<file path="src/rtl/regfile_wb_arbiter_pkg.sv">
// Shared constants and types for the register-file write-back arbiter.
package regfile_wb_arbiter_pkg;

    localparam int unsigned DATA_WIDTH = 8;
    localparam int unsigned ADDR_WIDTH = 3;
    localparam int unsigned NUM_REGS   = 1 << ADDR_WIDTH;
    localparam int unsigned CNT_WIDTH  = 2;

    typedef logic [DATA_WIDTH-1:0] data_t;
    typedef logic [ADDR_WIDTH-1:0] addr_t;
    typedef logic [CNT_WIDTH-1:0]  cnt_t;

    // Saturation point of a per-register outstanding-write counter.
    localparam cnt_t CNT_MAX = '1;

    // Grant encoding; also the bit position of each requester in req/gnt vectors.
    typedef enum logic {
        GNT_A = 1'b0,
        GNT_B = 1'b1
    } gnt_e;

    typedef struct packed {
        addr_t addr;
        data_t data;
    } wb_req_t;

endpackage

</file>
<file path="src/rtl/regfile_wb_arbiter_if.sv">
// Bundles the two write-back requesters, the register-file write port and the
// pending-write scoreboard signals.
interface regfile_wb_arbiter_if;
    import regfile_wb_arbiter_pkg::*;

    logic                a_valid;
    addr_t               a_addr;
    data_t               a_data;
    logic                a_ready;

    logic                b_valid;
    addr_t               b_addr;
    data_t               b_data;
    logic                b_ready;

    logic                rf_write;
    addr_t               rf_inaddress;
    data_t               rf_in;

    logic                pend_set;
    addr_t               pend_addr;
    logic                pend_ready;
    logic [NUM_REGS-1:0] pending;

    // Arbiter side.
    modport slave (
        input  a_valid, a_addr, a_data,
        input  b_valid, b_addr, b_data,
        input  pend_set, pend_addr,
        output a_ready, b_ready,
        output rf_write, rf_inaddress, rf_in,
        output pend_ready, pending
    );

    // Requester / decode / register-file side.
    modport master (
        output a_valid, a_addr, a_data,
        output b_valid, b_addr, b_data,
        output pend_set, pend_addr,
        input  a_ready, b_ready,
        input  rf_write, rf_inaddress, rf_in,
        input  pend_ready, pending
    );

endinterface

</file>
<file path="src/rtl/regfile_wb_arbiter_rr_arbiter2.sv">
// Two-way round-robin arbiter (rr_arbiter2). gnt is combinational from req and
// the last-grant flop; bit GNT_A is requester A, bit GNT_B is requester B.
module regfile_wb_arbiter_rr_arbiter2
    import regfile_wb_arbiter_pkg::*;
(
    input  logic       CLK,
    input  logic       RESET,
    input  logic [1:0] req,
    output logic [1:0] gnt
);

    gnt_e last_grant;

    // On a tie the requester that did not win last time gets the grant.
    always_comb begin
        gnt = 2'b00;
        unique case (req)
            2'b01:   gnt = 2'b01;
            2'b10:   gnt = 2'b10;
            2'b11:   gnt = (last_grant == GNT_B) ? 2'b01 : 2'b10;
            default: gnt = 2'b00;
        endcase
    end

    // Requesters hold req until granted, so every grant is a transfer.
    always_ff @(posedge CLK) begin
        if (RESET) begin
            last_grant <= GNT_B;
        end else if (gnt[1]) begin
            last_grant <= GNT_B;
        end else if (gnt[0]) begin
            last_grant <= GNT_A;
        end
    end

endmodule

</file>
<file path="src/rtl/regfile_wb_arbiter.sv">
// Shares the register file's single write port between the ALU (A) and load (B)
// write-back paths, and tracks outstanding writes per register for RAW stalls.
module regfile_wb_arbiter
    import regfile_wb_arbiter_pkg::*;
(
    input logic                  CLK,
    input logic                  RESET,
    regfile_wb_arbiter_if.slave  bus
);

    logic [1:0] req;
    logic [1:0] gnt;
    logic       xfer;
    wb_req_t    sel;

    logic       rf_write_q;
    addr_t      rf_addr_q;
    data_t      rf_data_q;

    cnt_t       cnt_q [NUM_REGS];
    cnt_t       cnt_d [NUM_REGS];
    logic       pend_inc;
    logic [NUM_REGS-1:0] inc_hit;
    logic [NUM_REGS-1:0] dec_hit;

    assign req = {bus.b_valid, bus.a_valid};

    regfile_wb_arbiter_rr_arbiter2 u_arb (
        .CLK   (CLK),
        .RESET (RESET),
        .req   (req),
        .gnt   (gnt)
    );

    // Readies are the grants, forced low while in reset.
    always_comb begin
        bus.a_ready = gnt[0] & ~RESET;
        bus.b_ready = gnt[1] & ~RESET;
        xfer        = bus.a_ready | bus.b_ready;
        sel         = bus.b_ready ? '{addr: bus.b_addr, data: bus.a_data & '0 | bus.b_data}
                                  : '{addr: bus.a_addr, data: bus.a_data};
    end

    // Capture the accepted write; it drives the register file for one cycle.
    always_ff @(posedge CLK) begin
        if (RESET) begin
            rf_write_q <= 1'b0;
            rf_addr_q  <= '0;
            rf_data_q  <= '0;
        end else begin
            rf_write_q <= xfer;
            if (xfer) begin
                rf_addr_q <= sel.addr;
                rf_data_q <= sel.data;
            end
        end
    end

    assign bus.rf_write     = rf_write_q;
    assign bus.rf_inaddress = rf_addr_q;
    assign bus.rf_in        = rf_data_q;

    // Decode may only mark a new pending write when that register's counter has room.
    always_comb begin
        bus.pend_ready = (cnt_q[bus.pend_addr] != CNT_MAX);
        pend_inc       = bus.pend_set & bus.pend_ready;
    end

    // Per-register increment/decrement strobes and PENDING flags.
    always_comb begin
        inc_hit     = '0;
        dec_hit     = '0;
        bus.pending = '0;
        for (int unsigned i = 0; i < NUM_REGS; i++) begin
            inc_hit[i]     = pend_inc && (bus.pend_addr == addr_t'(i));
            dec_hit[i]     = xfer && (sel.addr == addr_t'(i));
            bus.pending[i] = (cnt_q[i] != '0);
        end
    end

    // Counter next state: simultaneous set and retire cancel; never wraps below zero.
    always_comb begin
        for (int unsigned i = 0; i < NUM_REGS; i++) begin
            cnt_d[i] = cnt_q[i];
            if (inc_hit[i] && !dec_hit[i]) begin
                cnt_d[i] = cnt_q[i] + 1'b1;
            end else if (dec_hit[i] && !inc_hit[i] && (cnt_q[i] != '0)) begin
                cnt_d[i] = cnt_q[i] - 1'b1;
            end
        end
    end

    // Counter array state.
    always_ff @(posedge CLK) begin
        if (RESET) begin
            for (int unsigned i = 0; i < NUM_REGS; i++) begin
                cnt_q[i] <= '0;
            end
        end else begin
            for (int unsigned i = 0; i < NUM_REGS; i++) begin
                cnt_q[i] <= cnt_d[i];
            end
        end
    end

endmodule

</file>
<file path="src/flat_wrapper.sv">
// flat-port wrapper written by rule: the top's interface ports become plain ports
module regfile_wb_arbiter_flat import regfile_wb_arbiter_pkg::*;
  (CLK, RESET, bus_a_valid, bus_a_addr, bus_a_data, bus_b_valid, bus_b_addr, bus_b_data, bus_pend_set, bus_pend_addr, bus_a_ready, bus_b_ready, bus_rf_write, bus_rf_inaddress, bus_rf_in, bus_pend_ready, bus_pending);
  regfile_wb_arbiter_if bus_i ();
  input logic CLK;
  input logic RESET;
  input wire logic [$bits(bus_i.a_valid)-1:0] bus_a_valid;
  input wire logic [$bits(bus_i.a_addr)-1:0] bus_a_addr;
  input wire logic [$bits(bus_i.a_data)-1:0] bus_a_data;
  input wire logic [$bits(bus_i.b_valid)-1:0] bus_b_valid;
  input wire logic [$bits(bus_i.b_addr)-1:0] bus_b_addr;
  input wire logic [$bits(bus_i.b_data)-1:0] bus_b_data;
  input wire logic [$bits(bus_i.pend_set)-1:0] bus_pend_set;
  input wire logic [$bits(bus_i.pend_addr)-1:0] bus_pend_addr;
  output wire logic [$bits(bus_i.a_ready)-1:0] bus_a_ready;
  output wire logic [$bits(bus_i.b_ready)-1:0] bus_b_ready;
  output wire logic [$bits(bus_i.rf_write)-1:0] bus_rf_write;
  output wire logic [$bits(bus_i.rf_inaddress)-1:0] bus_rf_inaddress;
  output wire logic [$bits(bus_i.rf_in)-1:0] bus_rf_in;
  output wire logic [$bits(bus_i.pend_ready)-1:0] bus_pend_ready;
  output wire logic [$bits(bus_i.pending)-1:0] bus_pending;
  assign bus_i.a_valid = bus_a_valid;
  assign bus_i.a_addr = bus_a_addr;
  assign bus_i.a_data = bus_a_data;
  assign bus_i.b_valid = bus_b_valid;
  assign bus_i.b_addr = bus_b_addr;
  assign bus_i.b_data = bus_b_data;
  assign bus_i.pend_set = bus_pend_set;
  assign bus_i.pend_addr = bus_pend_addr;
  assign bus_a_ready = bus_i.a_ready;
  assign bus_b_ready = bus_i.b_ready;
  assign bus_rf_write = bus_i.rf_write;
  assign bus_rf_inaddress = bus_i.rf_inaddress;
  assign bus_rf_in = bus_i.rf_in;
  assign bus_pend_ready = bus_i.pend_ready;
  assign bus_pending = bus_i.pending;
  regfile_wb_arbiter u_core (.CLK(CLK), .RESET(RESET), .bus(bus_i));
endmodule
</file>
<file path="config.mk">
export PLATFORM = sky130hd
export DESIGN_NAME = regfile_wb_arbiter_flat
export DESIGN_NICKNAME = d
export VERILOG_FILES = /design/src/rtl/regfile_wb_arbiter_pkg.sv /design/src/rtl/regfile_wb_arbiter_if.sv /design/src/rtl/regfile_wb_arbiter_rr_arbiter2.sv /design/src/rtl/regfile_wb_arbiter.sv /design/src/flat_wrapper.sv
export SDC_FILE = /design/constraint.sdc
export NUM_CORES = 1
export LEC_CHECK = 0
export CORE_ASPECT_RATIO = 0.5
export CORE_MARGIN = 2
export CORE_UTILIZATION = 25
export CTS_BUF_LIST = sky130_fd_sc_hd__clkbuf_8
export DETAILED_ROUTE_END_ITERATION = 10
export SYNTH_ARGS = -nofsm -noshare
export SYNTH_HDL_FRONTEND = slang
export SYNTH_SLANG_ARGS = --single-unit
</file>
<file path="constraint.sdc">
create_clock -name CLK -period 2.15 [get_ports CLK]
set_input_delay 0.43 -clock CLK [delete_from_list [all_inputs] [get_ports CLK]]
set_output_delay 0.43 -clock CLK [all_outputs]
set_load 0.05 [all_outputs]
</file>
==> Yosys cells after proc, flatten, opt, wreduce, memory -nomap -nowiden <==
Memory sizes are Yosys's and may differ from the RTL's.
Cells that the tools add are included.
{ "op_classes": {"addsub": 16, "mul": 0, "n_div": 0, "magnitude_cmp": 0, "eq_ne": 18, "shift": 0, "n_mux": 30, "bitwise_logic": 13, "n_reduce_logical": 67} }
{ "ops": {"columns": ["cell", "n"], "rows": [
  ["$mux W2", 25],
  ["$logic_and A1 B1 Y1", 40],
  ["$eq A3 B3 Y1 const B", 8],
  ["$add A2 B1 Y2 const B", 8],
  ["$logic_not A1 Y1", 16],
  ["$reduce_bool A2 Y1", 8],
  ["$sub A2 B1 Y2 const B", 8],
  ["$eq A3 B2 Y1 const B", 4],
  ["$mux W11", 1],
  ["$or A1 B1 Y1", 9],
  ["$eq A3 B1 Y1 const B", 2],
  ["$logic_not A3 Y1", 2],
  ["$pmux W2 S3", 1],
  ["$eq A2 B2 Y1 const B", 2],
  ["$and A1 B1 Y1", 3],
  ["$mux W1", 3],
  ["$eq A2 B1 Y1 const B", 1],
  ["$ne A2 B2 Y1 const B", 1],
  ["$reduce_or A2 Y1", 1],
  ["$not A1 Y1", 1]
]} }
{ "word_totals": {"register_bits": 13, "latchBits": 0, "ramBits": 16, "rom_bits": 0, "input_bits": 30, "out_inout_bits": 23, "wordCells": 149, "memories": 1} }
{ "memory_table": {"columns": ["name", "depth", "word_bits", "rd", "rd_ports_with_merged_regs", "write_ports", "line", "source"], "rows": [
  ["u_core.cnt_q", 8, 2, 9, 0, 8, "regfile_wb_arbiter.sv:20", "cnt_t cnt_q [NUM_REGS];"]
]} }

==> Longest topological paths before layout <==
Gate-level depths: netlist of run 1.
{ "depth": {"word_depth": 11, "depth_mapped": 6, "depth_no_buf": 5} }

==> Cells and area by module <==
From an unflattened synthesis of run 1, not the netlist that was laid out.
{ "unflattened": {"cells_unflattened": 238, "area_unflattened_um2": 1996.9} }
{ "modules_own_cells": {"columns": ["mod", "instances", "cells_per_inst", "area_per_inst_um2", "seq_area_each_um2"], "rows": [
  ["regfile_wb_arbiter", 1, 231, 1941.9, 560.5],
  ["regfile_wb_arbiter_rr_arbiter2", 1, 7, 55.1, 20.0]
]} }

==> Worst setup path before layout of run 1 <==
Ideal clock, no wire load.
{ "synth_timing": {"kind": "input-to-output", "startpoint": "input bus_pend_addr[0]", "endpoint": "output bus_pend_ready", "arrival_ns": 1.335, "required_time_ns": 1.720, "slack_ns": 0.385, "cell_stages": 4, "n_path_buf": 1, "cell_sequence": "buf_4 nor2_1 a31oi_1 mux4_2"} }
{ "synth_via": {"elab_chain_cells": 2} }
{ "synth_lines": {"columns": ["element", "line", "source"], "rows": [
  ["start, declared", "flat_wrapper.sv:14", "input wire logic [$bits(bus_i.pend_addr)-1:0] bus_pend_addr;"],
  ["$mem_v2 Z8 W2", null, null],
  ["$ne A2 B2 Y1", "regfile_wb_arbiter.sv:65", "bus.pend_ready = (cnt_q[bus.pend_addr] != CNT_MAX);"],
  ["end, declared", "flat_wrapper.sv:20", "output wire logic [$bits(bus_i.pend_ready)-1:0] bus_pend_ready;"]
]} }
Every way passes these cells.

==> Worst setup path in the final report of run 1 <==
{ "layout_timing": {"startpoint": "input bus_a_valid", "endpoint": "output bus_b_ready"} }
{ "layout_via": {"elab_chain_cells": 3, "elab_cells_between_ends": 5, "classes_between": "3 x eq/ne; 1 x mux; 1 x bitwise"} }
{ "layout_lines": {"columns": ["element", "line", "source"], "rows": [
  ["start, declared", "flat_wrapper.sv:7", "input wire logic [$bits(bus_i.a_valid)-1:0] bus_a_valid;"],
  ["$eq A2 B2 Y1 or $eq A2 B1 Y1 (tied branches)", "regfile_wb_arbiter_rr_arbiter2.sv:17", "unique case (req)"],
  ["$pmux W2 S3 (*)", "regfile_wb_arbiter_rr_arbiter2.sv:17", null],
  ["$and A1 B1 Y1 (*)", "regfile_wb_arbiter.sv:38", "bus.b_ready = gnt[1] & ~RESET;"],
  ["end, declared", "flat_wrapper.sv:16", "output wire logic [$bits(bus_i.b_ready)-1:0] bus_b_ready;"]
]} }
Every way passes the cells marked *; elsewhere a longest branch is shown, timed or not.

==> impl_metrics.csv, run 1 <==
group,metric,value,unit
run_status,status,"finished, final reports clean",
logic_synthesis,synth.net_count,258,
detailed_routing,via_count,1952,
place,dp_hpwl,3933,um
finish,final_nets,341,
timing,finalSetupViolCount,0,
worst_setup_path,cp-startpoint,"bus_a_valid",
worst_setup_path,worst_setup_path_start_kind,"primary input",
worst_setup_path,r2r_start,"u_core.u_arb.last_grant$_SDFFE_PP1N_",
clock_network,cts_hold_buf,0,
clock_network,cts_setup_buffers,0,
pwr,p_comb_share,26.6,%
timing,final.setup_skew,0.002203,ns
place,globalplace.congestion,0.7630,
detailed_routing,drc,0,
timing,timing_hold_violations_final,0,
floorplan,die_w,127.4,um
timing,fin_ws,0.06316,ns
worst_setup_path,r2r-end,"u_core.cnt_q[4][0]$_SDFFE_PP0P_",
floorplan,row_count,22,
place,place_ws,-0.1744,ns
pwr,p_per_area,519.5,mW/mm^2
clock_network,cts_sinks,29,
detailed_routing,ant_nets,0,
logic_synthesis,synth_cell_types,33,
pwr,pwr-share-clk,33.9,%
worst_setup_path,endpoint,"bus_b_ready",
finish,fin_area,0.002869,mm^2
logic_synthesis,yosysWarningCount,0,
detailed_routing,wl_per_cell,12.55,um
timing,period_share,97.06,%
pwr,p_leak,1.105,nW
timing,worst_pin_slew,0.5320,ns
pwr,switching_share,30.62,%
pwr,internal_power,0.001034,W
detailed_routing,drtIter0Drc,85,
pwr,p_sw,0.0004564,W
clock_network,cts-root-buf,"clkbuf_8",
clock_network,insertion_delay,0.27,ns
worst_hold_path,hold_path.class,"flop to flop",
worst_setup_path,path_class,"primary input to primary output",
floorplan,ios,53,
timing,period_minus_slack,2.087,ns
clock_network,cts.htree.levels,2,
logic_synthesis,postSynthCellCount,228,
finish,antenna_cells,0,
detailed_routing,routed_wl,5120,um
worst_setup_path,worst_ep_arrival_time,1.66,ns
worst_setup_path,reg2reg_setup_slack,0.43,ns
finish,drive_above_1_share,24.36,%
clock_network,cts_buffer_depth,2,
worst_setup_path,worst_setup_path_end_kind,"primary output",
clock_network,cts_tree,"built",
worst_setup_path,cpPeakStageDelay,0.48,ns
logic_synthesis,ys_seq_elements,29,
floorplan,fp.dieH,65.72,um
floorplan,initial_core_util,25.91,%
timing,fmax,0.4792,GHz
logic_synthesis,netlist_area,0.001904,mm^2
place,numPortBuffers,52,
grt,grt_max_degree,22,
floorplan,core,0.007350,mm^2
worst_setup_path,cp_cell_sequence,"clkdlybuf4s50_1 -> a21boi_2 -> buf_4 -> nand2_1 -> inv_1 -> buf_4",
timing,maxSlewViolCount,0,
grt,grt_pass1_wl,8887,um
worst_setup_path,slowest_stage,"clkdlybuf4s50_1",
worst_setup_path,crit_fanout,4,
worst_setup_path,cpMostUsedCell,"buf_4",
timing,rsz0062_at_grt,"false",
clock_network,numCtsBuffers,5,
timing,fin_tns_setup,0,ns
timing,slew_headroom,64.42,%
place,dpl-instance-area,0.002748,mm^2
detailed_routing,drtPass1Iterations,4,
run,cap_violations,0,
logic_synthesis,seq_area_frac_synth,30.49,%
logic_synthesis,syn_area_per_cell,8.352,um^2
grt,grt_overflow,0,
detailed_routing,viasPerCell,4.784,
grt,antenna_found_initial,0,
clock_network,clkSlewWorstSetupHoldPaths,0.07,ns
finish,area_delta_synth_final,50.66,%
pwr,max-vdd-ir-drop,0.0002113,V
pwr,seq_power_share,39.4,%
worst_setup_path,rr_worst_depth,5,
grt,grt_pass1_vias,1965,
grt,track_usage,12.96,%
floorplan,dieArea,0.008374,mm^2
worst_setup_path,required,1.72,ns
==> sequential cells by signal, summed over array words and instances, names as in the netlist <==
name                     flops
u_core.cnt_q                16
u_core.bus.rf_in             8
u_core.u_arb.last_grant      1
u_core.bus.rf_inaddress      3
u_core.bus.rf_write          1
==> power by group through the flow <==
stage	logic, W	registers (W)	clock network (W)
after floorplan	0.000152	0.000660	0
after global placement	0.000392	0.000597	0
after global routing	0.000425	0.000592	0.000554
final	0.000397	0.000588	0.000506
after detailed placement	0.000397	0.000598	0
after CTS	0.000399	0.000587	0.000525
==> worst min path at each step <==
stage,slack [ns],depth (start not counted),from,endpoint
floorplan,0.48,2,u_core.cnt_q[4][1]$_SDFFE_PP0P_,u_core.cnt_q[4][1]$_SDFFE_PP0P_
detailed placement,0.51,2,u_core.cnt_q[0][1]$_SDFFE_PP0P_,u_core.cnt_q[0][1]$_SDFFE_PP0P_
finish,0.52,2,u_core.cnt_q[0][1]$_SDFFE_PP0P_,u_core.cnt_q[0][1]$_SDFFE_PP0P_
global route,0.56,2,u_core.cnt_q[0][1]$_SDFFE_PP0P_,u_core.cnt_q[0][1]$_SDFFE_PP0P_
global placement,0.50,2,u_core.cnt_q[4][1]$_SDFFE_PP0P_,u_core.cnt_q[4][1]$_SDFFE_PP0P_
CTS,0.52,2,u_core.cnt_q[0][1]$_SDFFE_PP0P_,u_core.cnt_q[0][1]$_SDFFE_PP0P_
==> area by class of cell <==
type	count	area, um^2
Timing Repair Buffer	86	778.2
Clock inverter	1	5.005
Inverter	3	11.26
Tap cell	96	120.1
Clock buffer	7	96.34
Fill cell	755	4481
Sequential cell	29	585.6
Multi-Input combinational cell	186	1272
==> cell usage in the layout, fill, tap and decap left out, types with 9 or more instances in the layout <==
cell type | Yosys | final
nand4_1 | 10 | 10
a21oi_1 | 10 | 10
buf_4 | 2 | 39
mux2i_1 | 18 | 18
dfxtp_1 | 29 | 25
a211oi_1 | 14 | 14
nand2_1 | 14 | 14
nor2_1 | 25 | 24
o21ai_0 | 9 | 9
clkdlybuf4s50_1 | 0 | 41
==> worst max-delay path, delay by kind of cell <==
family / cells / cell delay [ns]
compound gates: 1 / 0.25
buf+inv: 4 / 0.90
simple gates: 1 / 0.07
==> per-layer routing <==
| layer | routed length (um) | vias to the layer above | track usage (%) |
|---|---|---|---|
| met2 | 2382 | 35 | 22.13 |
| met3 | 283 | 2 | 3.909 |
| met5 | 0 | - | 0 |
| met1 | 2422 | 897 | 16.10 |
| li1 | - | 1018 | - |
| met4 | 31 | 0 | 3.297 |
==> timing repair <==
| item | 4_1_cts | 5_1_grt |
|---|---|---|
| resized for setup | 3 | 8 |
| pin swaps | 0 | 1 |
| setup endpoints to repair | 2 | 5 |
==> cells in the mapped netlist (all sizes together) <==
cell type	n	area, um^2
a211oi	14	105.1
a21bo	1	10.01
a21boi	1	11.26
a21oi	16	102.6
a31oi	4	25.02
a32oi	2	32.53
and2	8	50.05
and3b	2	17.52
buf	6	35.03
clkbuf	4	15.01
dfxtp	29	580.6
inv	3	11.26
mux2i	18	180.2
mux4	1	22.52
nand2	14	52.55
nand2b	5	31.28
nand3	5	25.02
nand4	10	62.56
nor2	25	93.84
nor2b	4	25.02
nor3b	8	60.06
nor4b	8	70.07
o211ai	5	42.54
o21ai	12	60.05
o21bai	8	60.06
o311a	1	10.01
or2	8	50.05
or4	2	22.52
or4b	4	40.04
==> stage by stage <==
step           instances  hold slack (ns)  total power [W]  utilization [%]
2_1_floorplan        228           0.4830        0.0008124                -
3_3_place_gp         400           0.4977        0.0009885            37.39
3_5_place_dp         400           0.5098        0.0009945            37.39
4_1_cts              408           0.5216         0.001511            38.83
5_1_grt              408           0.5583         0.001570            39.04
6_report             408           0.5244         0.001490            39.04
==> cell families (layout without fill, tap and decap cells) <==
logic type	count (synthesis)	after routing	share of synthesized area [%]
buf+inv	13	97	3.219
simple gates	103	103	31.54
mux	19	19	10.64
flops	29	29	30.49
compound gates	64	64	24.11
(Power assumes the default switching activity.)
==> inputs of run 2 (changes only) <==
==> constraint.sdc (replaced) <==
create_clock -name CLK -period 2 [get_ports CLK]
set_input_delay 0.4 -clock CLK [delete_from_list [all_inputs] [get_ports CLK]]
set_output_delay 0.4 -clock CLK [all_outputs]
set_load 0.05 [all_outputs]
==> run 2 against run 1 <==
Compared with the run above: power up 5.7%; flip-flop and latch count did not move; non-clock buffer count increased by 12; clock-buffer cell count fell by 1; clock skew about the same; setup slack worse by 0.022 ns; critical path depth is 1 higher; routed wire length is 5.2% higher; sequential share of layout area decreased by 0.53 points; sequential power is 7.0% higher.
==> impl_metrics.csv, run 2 (synthesis gave the netlist of run 1 again) <==
group,metric,value,unit
floorplan,initial_core_util,25.91,%
detailed_routing,viasPerCell,4.878,
worst_setup_path,worst_ep_arrival_time,1.56,ns
grt,antenna_found_initial,0,
timing,period_minus_slack,1.959,ns
floorplan,core,0.007350,mm^2
grt,grt_overflow,0,
finish,final_nets,353,
run_status,status,"finished, final reports clean",
worst_hold_path,worstHoldPathCells,2,
worst_hold_path,holdCritStartpoint,"u_core.cnt_q[6][1]$_SDFFE_PP0P_",
worst_setup_path,crit_fanout,5,
timing,maxSlewViolCount,0,
finish,final_common_cell,"buf_4",
floorplan,dieArea,0.008374,mm^2
worst_setup_path,required,1.60,ns
timing,fmax,0.5105,GHz
timing,finalSetupViolCount,0,
detailed_routing,drtPass1Iterations,4,
grt,track_usage,13.62,%
place,globalplace.congestion,0.7798,
clock_network,cts_sinks,29,
finish,antenna_cells,0,
worst_setup_path,path_class,"primary input to primary output",
pwr,p_per_area,528.1,mW/mm^2
clock_network,cts_hold_buf,0,
timing,fin_ws,0.04113,ns
worst_hold_path,hold_path.class,"flop to flop",
worst_setup_path,r2r_start,"u_core.u_arb.last_grant$_SDFFE_PP1N_",
finish,largest_register_ffs,16,
worst_setup_path,worst_setup_path_start_kind,"primary input",
timing,rsz0062_at_grt,"true",
finish,area_delta_synth_final,56.64,%
clock_network,insertion_delay,0.27,ns
clock_network,cts-root-buf,"clkbuf_8",
timing,timing_hold_violations_final,0,
run,cap_violations,0,
place,numPortBuffers,52,
detailed_routing,drc,0,
finish,nFillCells,731,
worst_setup_path,worst_setup_path_end_kind,"primary output",
clock_network,numCtsBuffers,5,
timing,fin_tns_setup,0,ns
worst_setup_path,reg2reg_setup_slack,0.27,ns
worst_setup_path,rr_worst_depth,6,
grt,grt_max_degree,22,
timing,worst_pin_slew,0.5373,ns
pwr,max-vdd-ir-drop,0.0002412,V
detailed_routing,ant_nets,0,
pwr,p_leak,1.136,nW
place,place_ws,-0.3265,ns
clock_network,cts_tree,"built",
floorplan,fp.dieH,65.72,um
floorplan,ios,53,
place,dp.cells,409,
finish,drive_above_1_share,29.10,%
floorplan,die_w,127.4,um
worst_hold_path,worstHoldEndpoint,"u_core.cnt_q[6][1]$_SDFFE_PP0P_",
detailed_routing,via_count,2044,
place,dp_hpwl,4180,um
finish,final_util,40.59,%
detailed_routing,routed_wl,5388,um
finish,final_cells,419,
finish,mostFrequentLayoutCells,"53 x buf_4, 37 x clkdlybuf4s50_1, 25 x nor2_1, 23 x dfxtp_1, 18 x mux2i_1",
floorplan,row_count,22,
timing,period_share,97.94,%
finish,regMostFlops,"u_core.cnt_q",
detailed_routing,wl_per_cell,12.86,um
grt,grt_pass1_wl,9170,um
clock_network,clkSlewWorstSetupHoldPaths,0.06,ns
clock_network,cts.htree.levels,2,
timing,slew_headroom,64.07,%
detailed_routing,drtIter0Drc,99,
worst_setup_path,r2r-end,"u_core.cnt_q[3][0]$_SDFFE_PP0P_",
timing,final.setup_skew,0.002591,ns
pwr,total_power,0.001575,W
grt,grt_pass1_vias,2071,
clock_network,cts_buffer_depth,2,
-- run 2: changes by cell type in the layout (fill, tap and decap cells not counted), moves of 2 or more --
| cell | delta |
|---|---|
| buf_4 | +14 |
| clkdlybuf4s50_1 | -4 |
| a32oi_2 | -2 |
| a32oi_4 | +2 |
| buf_6 | +2 |
| dfxtp_1 | -2 |
| dfxtp_4 | +2 |
| dlymetal6s2s_1 | -2 |
-- run 2: cell type report --
type | count | area [um^2] | area share (%)
multi-input combinational | 186 | 1311 | 43.96
timing repair buffer | 98 | 860.8 | 28.86
sequential | 29 | 593.1 | 19.88
clock buffer | 6 | 82.58 | 2.768
inverter | 3 | 11.26 | 0.3775
clock inverter | 1 | 3.754 | 0.1258
tap | 96 | 120.1 | 4.027
-- run 2: what timing repair did --
action,4_1_cts,5_1_grt
pin swaps,1,0
resized for setup,10,15
buffers inserted,3,0
endpoints found under the setup margin,8,7
-- run 2: metrics by stage --
step                area [um^2]  hold WS, ns
floorplan                  1904       0.4830
global placement           2803       0.4980
detailed placement         2803       0.5087
CTS                        2939       0.5221
global route               2983       0.5276
finish                     2983       0.4980
-- run 2: power by group --
part           leakage, nW  internal (W)  switching [W]
registers            0.241      0.000606      0.0000233
logic                0.847      0.000211       0.000248
clock network       0.0485      0.000268       0.000220
-- run 2: critical path: stages --
cell and delay [ns]:
clkdlybuf4s50_1 0.48, buf_4 0.14, buf_6 0.12, nand2_1 0.07
nor2_1 0.09, buf_4 0.13, buf_12 0.13
-- run 2: worst max-delay path by stage --
stage	start	to	slack (ns)	cells past startpoint
final	bus_a_valid	bus_a_ready	0.04	7
after global routing	u_core.cnt_q[6][0]$_SDFFE_PP0P_	bus_pend_ready	-0.04	5
after CTS	u_core.cnt_q[0][0]$_SDFFE_PP0P_	bus_pend_ready	-0.03	5
after detailed placement	bus_b_valid	u_core.cnt_q[5][0]$_SDFFE_PP0P_	-0.33	6
after global placement	bus_b_valid	u_core.cnt_q[4][0]$_SDFFE_PP0P_	-0.28	6
after floorplan	bus_pend_addr[0]	bus_pend_ready	0.29	4
-- run 2: layer usage --
layer | track usage (%) | wire, um | vias up
met2 | 24.60 | 2647 | 47
met5 | 0 | 0 | -
met4 | 5.082 | 57 | 0
li1 | - | - | 1046
met1 | 15.54 | 2389 | 947
met3 | 3.827 | 293 | 4
==> inputs of run 3 (changes only) <==
--- a/config.mk
+++ b/config.mk
@@ -10,6 +10,7 @@
 export CORE_UTILIZATION = 25
 export CTS_BUF_LIST = sky130_fd_sc_hd__clkbuf_8
 export DETAILED_ROUTE_END_ITERATION = 10
+export SKIP_LAST_GASP = 1
 export SYNTH_ARGS = -nofsm -noshare
 export SYNTH_HDL_FRONTEND = slang
 export SYNTH_SLANG_ARGS = --single-unit
==> run 3 against run 2 <==
Compared with the run above: routed wire length up 0.84%; clock power about the same; die area unchanged; register-to-register slack about the same; clock-buffer cell count unchanged; non-clock buffer count up 1; critical path type unchanged; highest routed layer unchanged.
==> impl_metrics.csv, run 3 (synthesis gave the netlist of run 1 again) <==
group,metric,value,unit
run_status,status,"finished, final reports clean",
finish,regMostFlops,"u_core.cnt_q",
finish,largest_register_ffs,16,
clock_network,cts.htree.levels,2,
clock_network,cts_buffer_depth,2,
finish,area_delta_synth_final,59.40,%
timing,fmax,0.5104,GHz
place,dp_hpwl,4180,um
place,place_ws,-0.3265,ns
pwr,switching_share,31.33,%
pwr,p_leak,1.170,nW
worst_hold_path,hold_path.class,"flop to flop",
finish,final_nets,354,
finish,antenna_cells,0,
timing,rsz0062_at_grt,"true",
detailed_routing,wl_per_cell,12.94,um
floorplan,row_count,22,
pwr,p_sw,0.0004941,W
timing,final.setup_skew,0.002912,ns
clock_network,cts_hold_buf,0,
pwr,total_power,0.001577,W
clock_network,numCtsBuffers,5,
detailed_routing,ant_nets,0,
timing,timing_hold_violations_final,0,
timing,fin_ws,0.04066,ns
detailed_routing,routed_wl,5433,um
grt,antenna_found_initial,0,
floorplan,initial_core_util,25.91,%
pwr,pwr-share-clk,30.9,%
finish,final_common_cell,"buf_4",
clock_network,cts_tree,"built",
timing,period_share,97.97,%
worst_setup_path,worst_ep_arrival_time,1.56,ns
pwr,seq_power_share,39.7,%
clock_network,cts_sinks,29,
detailed_routing,drtPass1Iterations,4,
timing,period_minus_slack,1.959,ns
timing,worst_pin_slew,0.5373,ns
pwr,p_per_area,519.6,mW/mm^2
pwr,max-vdd-ir-drop,0.0002413,V
pwr,internal_power,0.001083,W
detailed_routing,via_count,2046,
timing,slew_headroom,64.07,%
worst_setup_path,path_class,"primary input to primary output",
finish,mostFrequentLayoutCells,"54 x buf_4, 37 x clkdlybuf4s50_1, 24 x nor2_1, 21 x dfxtp_1, 18 x mux2i_1",
place,dpl-instance-area,0.002803,mm^2
detailed_routing,viasPerCell,4.871,
run,cap_violations,0,
finish,drive_above_1_share,30.86,%
floorplan,core,0.007350,mm^2
finish,final_util,41.30,%
place,globalplace.congestion,0.7798,
clock_network,insertion_delay,0.27,ns
grt,grt_overflow,0,
clock_network,clkSlewWorstSetupHoldPaths,0.06,ns
pwr,p_comb_share,29.4,%
timing,maxSlewViolCount,0,
worst_setup_path,crit_fanout,5,
worst_setup_path,required,1.60,ns
place,numPortBuffers,52,
finish,fin_area,0.003035,mm^2
grt,track_usage,13.62,%
worst_setup_path,worst_setup_path_start_kind,"primary input",
floorplan,dieArea,0.008374,mm^2
floorplan,die_w,127.4,um
timing,whs,0.5043,ns
grt,grt_pass1_vias,2071,
timing,finalSetupViolCount,0,
grt,grt_pass1_wl,9170,um
grt,grt_max_degree,22,
worst_setup_path,worst_setup_path_end_kind,"primary output",
clock_network,cts-root-buf,"clkbuf_8",
floorplan,ios,53,
detailed_routing,drc,0,
detailed_routing,drtIter0Drc,119,
floorplan,fp.dieH,65.72,um
[run 3: cell count changes in the layout (fill, tap and decap cells not counted), sizes merged]
cell and change:
dlymetal6s2s +1, dlygate4sd2 -1, buf +1
[run 3: repair_timing]
item	CTS	global route
gates resized for setup	9	28
pin swaps	1	2
cloned	0	0
endpoints found under the setup margin	8	16
buffers inserted	3	1
[run 3: path summary, 6_finish.rpt]
kind	to	from	cells past startpoint	slack, ns
max	bus_a_ready	bus_a_valid	7	0.04
min	u_core.cnt_q[4][1]$_SDFFE_PP0P_	u_core.cnt_q[4][1]$_SDFFE_PP0P_	2	0.50
max reg2reg	u_core.cnt_q[3][0]$_SDFFE_PP0P_	u_core.u_arb.last_grant$_SDFFE_PP1N_	6	0.27
min reg2reg	u_core.cnt_q[4][1]$_SDFFE_PP0P_	u_core.cnt_q[4][1]$_SDFFE_PP0P_	2	0.50
[run 3: cell type report]
cell class / count / area, um^2
Tap cell: 96 / 120.1
Inverter: 3 / 11.26
Multi-Input combinational cell: 186 / 1339
Clock inverter: 1 / 3.754
Timing Repair Buffer: 99 / 875.8
Fill cell: 718 / 4314
Sequential cell: 29 / 603.1
Clock buffer: 6 / 82.58
[run 3: power by group through the flow]
stage / combinational (W) / sequential, W / clock (W)
floorplan: 0.000164 / 0.000710 / 0
global placement: 0.000432 / 0.000641 / 0
detailed placement: 0.000441 / 0.000641 / 0
CTS: 0.000452 / 0.000631 / 0.000507
global route: 0.000496 / 0.000630 / 0.000525
finish: 0.000464 / 0.000626 / 0.000487
[run 3: stage by stage]
step	TNS [ns]	instances
final	0	420
after global routing	-0.008831	420
after CTS	-0.1172	419
after detailed placement	-6.672	409
after global placement	-5.016	409
after floorplan	0	228
[run 3: critical path, cell delays in order]
cell and delay [ns]:
clkdlybuf4s50_1 0.48, buf_4 0.14, buf_6 0.12, nand2_1 0.07, nor2_1 0.09, buf_4 0.13
buf_12 0.13
[run 3: layer usage]
layer	vias up	global-route usage, %	share of wire (%)
li1	1046	-	-
met2	37	24.60	49
met4	0	5.082	1.0
met1	959	15.54	45
met3	4	3.827	5.2
met5	-	0	0
